File: src/rtl/wifi_payload_streamer_if.sv
// Byte/handshake bundle between the payload streamer, its external byte source
// and the wifi core. The streamer side is the master.
interface wifi_payload_streamer_if;
    logic [7:0] ext_data;
    logic       ext_valid;
    logic       ext_ready;
    logic [7:0] data_in;
    logic       data_in_valid;
    logic       data_accepted;
    logic       data_end;
    logic       sendPOST;
    logic       start;

    modport master (
        input  ext_data, ext_valid, data_accepted,
        output ext_ready, data_in, data_in_valid, data_end, sendPOST, start
    );

    modport slave (
        output ext_data, ext_valid, data_accepted,
        input  ext_ready, data_in, data_in_valid, data_end, sendPOST, start
    );
endinterface

File: src/rtl/wifi_payload_streamer.sv
// Streams fixed-length payload records (fill byte or external bytes) to a wifi core,
// closing each record with an end strobe and a POST request, plus a BCD table number.
module wifi_payload_streamer #(
    parameter int         PAYLOAD_LEN = 220,
    parameter int         NUM_RECORDS = 1,
    parameter logic [7:0] FILL_BYTE   = 8'h46,
    parameter int         DIGITS      = 2
) (
    input  logic                    CLOCK_50,
    input  logic                    reset,
    input  logic                    go,
    input  logic                    mode,
    wifi_payload_streamer_if.master bus,
    input  logic                    increment_table_number,
    output logic [8*DIGITS-1:0]     table_number_ascii,
    output logic                    busy,
    output logic                    done,
    output logic [2:0]              state_code
);

    typedef enum logic [2:0] {
        ST_IDLE   = 3'd0,
        ST_STREAM = 3'd1,
        ST_END    = 3'd2,
        ST_POST   = 3'd3,
        ST_DONE   = 3'd4
    } state_t;

    localparam logic [15:0] LAST_BYTE = 16'(PAYLOAD_LEN - 1);
    localparam logic [7:0]  LAST_REC  = 8'(NUM_RECORDS - 1);

    state_t              r_state;
    state_t              w_state_next;
    logic [15:0]         r_byte_idx;
    logic [15:0]         w_byte_idx_next;
    logic [7:0]          r_rec_idx;
    logic [7:0]          w_rec_idx_next;
    logic                r_mode;
    logic                w_mode_next;
    logic [4*DIGITS-1:0] r_bcd;
    logic [4*DIGITS-1:0] w_bcd_inc;
    logic [4*DIGITS-1:0] w_bcd_next;
    logic [8*DIGITS-1:0] r_ascii;
    logic [8*DIGITS-1:0] w_ascii_next;
    logic [DIGITS-1:0]   w_carry;
    logic                w_clear_tn;

    logic [7:0]          w_data_in;
    logic                w_data_in_valid;
    logic                w_ext_ready;
    logic                w_data_end;
    logic                w_send_post;
    logic                w_start;

    always_comb begin
        w_state_next    = r_state;
        w_byte_idx_next = r_byte_idx;
        w_rec_idx_next  = r_rec_idx;
        w_mode_next     = r_mode;
        w_clear_tn      = 1'b0;
        w_data_in       = 8'h00;
        w_data_in_valid = 1'b0;
        w_ext_ready     = 1'b0;
        w_data_end      = 1'b0;
        w_send_post     = 1'b0;
        w_start         = 1'b0;

        case (r_state)
            ST_IDLE, ST_DONE: begin
                if (go) begin
                    w_state_next    = ST_STREAM;
                    w_byte_idx_next = '0;
                    w_rec_idx_next  = '0;
                    w_mode_next     = mode;
                    w_clear_tn      = 1'b1;
                end
            end

            ST_STREAM: begin
                w_start = 1'b1;
                if (r_mode) begin
                    w_data_in       = bus.ext_data;
                    w_data_in_valid = bus.ext_valid;
                    w_ext_ready     = bus.data_accepted & bus.ext_valid;
                end else begin
                    w_data_in       = FILL_BYTE;
                    w_data_in_valid = 1'b1;
                end
                // The beat that completes the record leaves the index at its last value;
                // it is cleared when the POST for this record is accepted.
                if (w_data_in_valid && bus.data_accepted) begin
                    if (r_byte_idx == LAST_BYTE) begin
                        w_state_next = ST_END;
                    end else begin
                        w_byte_idx_next = r_byte_idx + 16'd1;
                    end
                end
            end

            ST_END: begin
                w_data_end   = 1'b1;
                w_state_next = ST_POST;
            end

            ST_POST: begin
                w_send_post     = 1'b1;
                w_data_in_valid = 1'b1;
                w_start         = 1'b1;
                if (bus.data_accepted) begin
                    if (r_rec_idx < LAST_REC) begin
                        w_rec_idx_next  = r_rec_idx + 8'd1;
                        w_byte_idx_next = '0;
                        w_state_next    = ST_STREAM;
                    end else begin
                        w_state_next = ST_DONE;
                    end
                end
            end

            default: begin
                w_state_next = ST_IDLE;
            end
        endcase
    end

    // Decimal table number: each digit steps only when every lower digit wraps 9 -> 0.
    assign w_carry[0] = increment_table_number &
                        ((r_state == ST_STREAM) | (r_state == ST_POST));

    genvar gi;
    generate
        for (gi = 0; gi < DIGITS; gi++) begin : g_digit
            logic [3:0] w_digit;
            assign w_digit = r_bcd[4*gi +: 4];
            assign w_bcd_inc[4*gi +: 4] = !w_carry[gi]       ? w_digit :
                                          (w_digit == 4'd9)  ? 4'd0    :
                                                               w_digit + 4'd1;
            assign w_ascii_next[8*gi +: 8] = {4'h3, w_bcd_next[4*gi +: 4]};
            if (gi < DIGITS - 1) begin : g_ripple
                assign w_carry[gi+1] = w_carry[gi] & (w_digit == 4'd9);
            end
        end
    endgenerate

    assign w_bcd_next = w_clear_tn ? '0 : w_bcd_inc;

    always_ff @(posedge CLOCK_50) begin
        if (!reset) begin
            r_state    <= ST_IDLE;
            r_byte_idx <= '0;
            r_rec_idx  <= '0;
            r_mode     <= 1'b0;
            r_bcd      <= '0;
            r_ascii    <= {DIGITS{8'h30}};
        end else begin
            r_state    <= w_state_next;
            r_byte_idx <= w_byte_idx_next;
            r_rec_idx  <= w_rec_idx_next;
            r_mode     <= w_mode_next;
            r_bcd      <= w_bcd_next;
            r_ascii    <= w_ascii_next;
        end
    end

    assign bus.data_in         = w_data_in;
    assign bus.data_in_valid   = w_data_in_valid;
    assign bus.ext_ready       = w_ext_ready;
    assign bus.data_end        = w_data_end;
    assign bus.sendPOST        = w_send_post;
    assign bus.start           = w_start;

    assign table_number_ascii  = r_ascii;
    assign busy                = (r_state == ST_STREAM) || (r_state == ST_END) || (r_state == ST_POST);
    assign done                = (r_state == ST_DONE);
    assign state_code          = r_state;

endmodule

File: src/flat_wrapper.sv
// flat-port wrapper written by rule: the top's interface ports become plain ports
module wifi_payload_streamer_flat 
#(
    parameter int         PAYLOAD_LEN = 220,
    parameter int         NUM_RECORDS = 1,
    parameter logic [7:0] FILL_BYTE   = 8'h46,
    parameter int         DIGITS      = 2
)
  (CLOCK_50, reset, go, mode, increment_table_number, table_number_ascii, busy, done, state_code, bus_ext_data, bus_ext_valid, bus_data_accepted, bus_ext_ready, bus_data_in, bus_data_in_valid, bus_data_end, bus_sendPOST, bus_start);
  wifi_payload_streamer_if bus_i ();
  input  logic CLOCK_50;
  input  logic reset;
  input  logic go;
  input  logic mode;
  input  logic increment_table_number;
  output logic [8*DIGITS-1:0] table_number_ascii;
  output logic busy;
  output logic done;
  output logic [2:0] state_code;
  input wire logic [$bits(bus_i.ext_data)-1:0] bus_ext_data;
  input wire logic [$bits(bus_i.ext_valid)-1:0] bus_ext_valid;
  input wire logic [$bits(bus_i.data_accepted)-1:0] bus_data_accepted;
  output wire logic [$bits(bus_i.ext_ready)-1:0] bus_ext_ready;
  output wire logic [$bits(bus_i.data_in)-1:0] bus_data_in;
  output wire logic [$bits(bus_i.data_in_valid)-1:0] bus_data_in_valid;
  output wire logic [$bits(bus_i.data_end)-1:0] bus_data_end;
  output wire logic [$bits(bus_i.sendPOST)-1:0] bus_sendPOST;
  output wire logic [$bits(bus_i.start)-1:0] bus_start;
  assign bus_i.ext_data = bus_ext_data;
  assign bus_i.ext_valid = bus_ext_valid;
  assign bus_i.data_accepted = bus_data_accepted;
  assign bus_ext_ready = bus_i.ext_ready;
  assign bus_data_in = bus_i.data_in;
  assign bus_data_in_valid = bus_i.data_in_valid;
  assign bus_data_end = bus_i.data_end;
  assign bus_sendPOST = bus_i.sendPOST;
  assign bus_start = bus_i.start;
  wifi_payload_streamer #(.PAYLOAD_LEN(PAYLOAD_LEN), .NUM_RECORDS(NUM_RECORDS), .FILL_BYTE(FILL_BYTE), .DIGITS(DIGITS)) u_core (.CLOCK_50(CLOCK_50), .reset(reset), .go(go), .mode(mode), .bus(bus_i), .increment_table_number(increment_table_number), .table_number_ascii(table_number_ascii), .busy(busy), .done(done), .state_code(state_code));
endmodule
File: config.mk
export PLATFORM = sky130hd
export DESIGN_NAME = wifi_payload_streamer_flat
export DESIGN_NICKNAME = d
export VERILOG_FILES = /design/src/rtl/wifi_payload_streamer_if.sv /design/src/rtl/wifi_payload_streamer.sv /design/src/flat_wrapper.sv
export SDC_FILE = /design/constraint.sdc
export NUM_CORES = 1
export LEC_CHECK = 0
export ABC_AREA = 1
export BUFFER_PORTS_ARGS = -buffer_cell sky130_fd_sc_hd__buf_2
export CORE_ASPECT_RATIO = 1.2
export CORE_MARGIN = 1.5
export CORE_UTILIZATION = 44
export DETAILED_ROUTE_END_ITERATION = 12
export PLACE_DENSITY = 0.75
export SYNTH_ARGS = -nofsm -noshare
export SYNTH_HDL_FRONTEND = slang
export SYNTH_SLANG_ARGS = --single-unit
File: constraint.sdc
create_clock -name CLOCK_50 -period 1.5 [get_ports CLOCK_50]
set_input_delay 0 -clock CLOCK_50 [delete_from_list [all_inputs] [get_ports CLOCK_50]]
set_output_delay 0 -clock CLOCK_50 [all_outputs]
set_load 0.01 [all_outputs]
==> flow_summary_export.csv <==
group,metric,value,unit
pwr,p_per_area,1160,mW/mm^2
pwr,peakVddDrop,0.0006026,V
pwr,swShare,39.99,%
floorplanning,num_rows,25,
placement,placed_area,0.002328,sq mm
pwr,power_frac_seq,29.3,%
drt,route.vias.total,2125,
logic_synthesis,synth_seq_cells,28,
status,status,"completed",
drt,drc,0,
logic_synthesis,synth_xor_xnor_area_share,2.794,%
placement,routabilityCongestion,0.9210,
min_path,min_path_type,"input pin to flip-flop",
logic_synthesis,postSynthAreaPerCell,6.269,sq um
critical_path,crit_fanout,3,
cells_and_area,synthToLayoutAreaGrowth,38.12,%
cells_and_area,antenna_cells,0,
timing,fmaxAchievable,0.6785,GHz
pwr,p_int,1807,uW
logic_synthesis,synth_compound_area_share,13.04,%
logic_synthesis,synth_top_family_by_area,"simple AND/OR/NAND/NOR gates",
global_route,track_usage,22.21,%
placement,dp_hpwl,3.487,mm
logic_synthesis,synthTopCellsByArea,"dfxtp_1, nand2_1, nor2_1",
logic_synthesis,synth_async_sr_flop_share,0,%
pwr,fin_total_pwr,3012,uW
logic_synthesis,synth_flop_cell,"dfxtp_1",
timing,fin_skew,0.006364,ns
clock_network,cts_num_sinks,28,
critical_path,crit_path_end_kind,"flip-flop",
clock_network,clk_latency,0.29,ns
cells_and_area,nets,394,
floorplanning,die_x,62.68,um
clock_network,cts_buffer_depth,2,
global_route,grt_max_degree,19,
critical_path,cp.required,1.73,ns
floorplanning,die_h,74.62,um
drt,detail-route-antenna-nets,0,
cells_and_area,fin_area,0.002597,sq mm
logic_synthesis,synthTopCellsByCount,"nand2_1, nor2_1, inv_1",
logic_synthesis,netlist_area,0.001881,sq mm
timing,setup_viol,0,
drt,routed_wl,5.099,mm
critical_path,cp.arrival,1.71,ns
floorplanning,io_pins,49,
logic_synthesis,synth.most_common_cell,"nand2_1",
floorplanning,initial_core_util,46.60,%
logic_synthesis,synth_top_area_share,29.81,%
logic_synthesis,synth_area_leader_cell,"dfxtp_1",
timing,hold_viol_final,0,
placement,numPortBuffers,40,
global_route,antenna_found_initial,0,
floorplanning,coreArea,0.004035,sq mm
drt,via_per_inst,4.930,
drt,drtIter0Drc,113,
clock_network,numCtsBuffers,3,
clock_network,clk_pin_slew,0.11,ns
logic_synthesis,synth_cells,300,
timing,rsz0062_at_grt,"true",
clock_network,cts_root_buf,"clkbuf_8",
logic_synthesis,ys_seq_area_share,29.81,%
drt,dr.pass1.iters,5,
pwr,combPwrFrac,50.0,%
clock_network,cts_tree,"built",
logic_synthesis,muxShareOfSynthArea,0,%
pwr,clkPwrFrac,20.7,%
critical_path,start_kind,"flip-flop",
global_route,overflow,0,
drt,wire_per_inst,11.83,um
logic_synthesis,ys_warn_count,0,
timing,maxSlewViolCount,0,
logic_synthesis,synth_edf_count,0,
logic_synthesis,synth.distinct_cells,31,
critical_path,critical_path_class,"flip-flop to flip-flop",
logic_synthesis,synth-simple-area-share,39.25,%
clock_network,cts_htree_levels,1,
logic_synthesis,yosys.area_share.adder,0.6653,%
timing,period_minus_slack,1.474,ns
global_route,grt_pass1_vias,2039,
pwr,leakagePower,0.001232,uW
flow_run,maxCapViolCount,0,
timing,timing.final.crit_share,98.25,%
global_route,grt_pass1_wl,8.411,mm
cells_and_area,drive_gt1_share,36.87,%
floorplanning,dieArea,0.004677,sq mm
pwr,p_sw,1205,uW
placed cells by master, fill, tap and decap left out, types with 2 or more instances in the layout:
cell type and n:
nand2_1 67, nor2_1 43, inv_1 41, buf_2 40, buf_4 33, dfxtp_1 21, nand2_2 16, nand3_1 15
a21oi_1 11, a21oi_2 11, o21ai_0 8, conb_1 8, nor2_2 7, dfxtp_2 5, xor2_1 4, nor3_1 4
nor2_4 3, clkbuf_8 3, buf_6 3, nand2_4 2, inv_2 2, nor3b_1 2, nand4_1 2, nor3_2 2
o21bai_1 2, xnor2_1 2, dlygate4sd3_1 2, dfxtp_4 2
flip-flops by register name, summed over array words and instances (netlist names):
signal,cells
u_core.r_bcd,8
u_core.r_byte_idx,16
u_core.r_mode,1
u_core.state_code,3
final timing paths:
check                                                       start                            endpoint  slack (ns)  cells after the start
worst min register to register  u_core.r_byte_idx[3]$_SDFFE_PN0P_   u_core.r_byte_idx[3]$_SDFFE_PN0P_        0.50                      2
worst max-delay path            u_core.r_byte_idx[1]$_SDFFE_PN0P_   u_core.r_byte_idx[6]$_SDFFE_PN0P_        0.03                      9
worst min-delay path                                        reset  u_core.r_byte_idx[10]$_SDFFE_PN0P_        0.04                      3
worst max register to register  u_core.r_byte_idx[1]$_SDFFE_PN0P_   u_core.r_byte_idx[6]$_SDFFE_PN0P_        0.03                      9
kinds of logic after synthesis:
family / Yosys count
simple gates: 166
buf+inv: 58
compound gates: 39
flops: 28
xor+xnor: 6
other cells: 2
fa+ha+maj: 1
per-stage QoR:
stage / hold WS (ns) / std cells / utilization, % / setup WS, ns / setup TNS [ns]
3_5_place_dp: 0.2884 / 419 / 57.71 / -0.04159 / -0.1547
6_report: 0.03552 / 431 / 64.37 / 0.02625 / 0
4_1_cts: 0.02906 / 426 / 60.59 / -0.001478 / -0.001478
3_3_place_gp: 0.2805 / 419 / 57.71 / 0.01113 / 0
2_1_floorplan: 0.1028 / 306 / - / 0.01499 / 0
5_1_grt: 0.05081 / 431 / 64.37 / -0.06616 / -0.4337
worst max-delay path, stage by stage (launching register included):
cell     delay [ns]
dfxtp_2        0.38
ha_4           0.15
nand2_1        0.09
nor2_2         0.14
buf_4          0.14
nand2_1        0.05
xor2_1         0.14
nor2_1         0.12
nand2_1        0.10
a21oi_2        0.10
layout make-up:
type	instances	area, sq um
Inverter	45	178.9
Timing Repair Buffer	79	521.8
Clock buffer	3	41.29
Sequential cell	28	574.3
Tap cell	54	67.56
Fill cell	352	1438
Clock inverter	1	30.03
Multi-Input combinational cell	221	1184
repair_timing:
action / in CTS / in global routing
cloned: 1 / 0
endpoints found under the setup margin: 10 / 30
hold endpoints to repair: 1 / 0
gates resized for setup: 4 / 38
pin swaps: 3 / 7
setup buffers: 0 / 5
hold buffers: 2 / 0
power by group through the flow:
stage	Combinational [uW]	Clock, uW	Sequential (uW)
6_report	1510	624	881
5_1_grt	1640	653	891
4_1_cts	1300	631	857
3_5_place_dp	1220	0	872
3_3_place_gp	1200	0	871
2_1_floorplan	772	0	881
metal layers:
layer	GRT usage (%)	vias up	wire [um]
met3	2.541	21	226
li1	-	1074	-
met1	23.69	955	2076
met4	11.11	0	180
met5	0	-	0
met2	43.97	75	2615
Note: power is estimated with default switching activity, not from simulation.
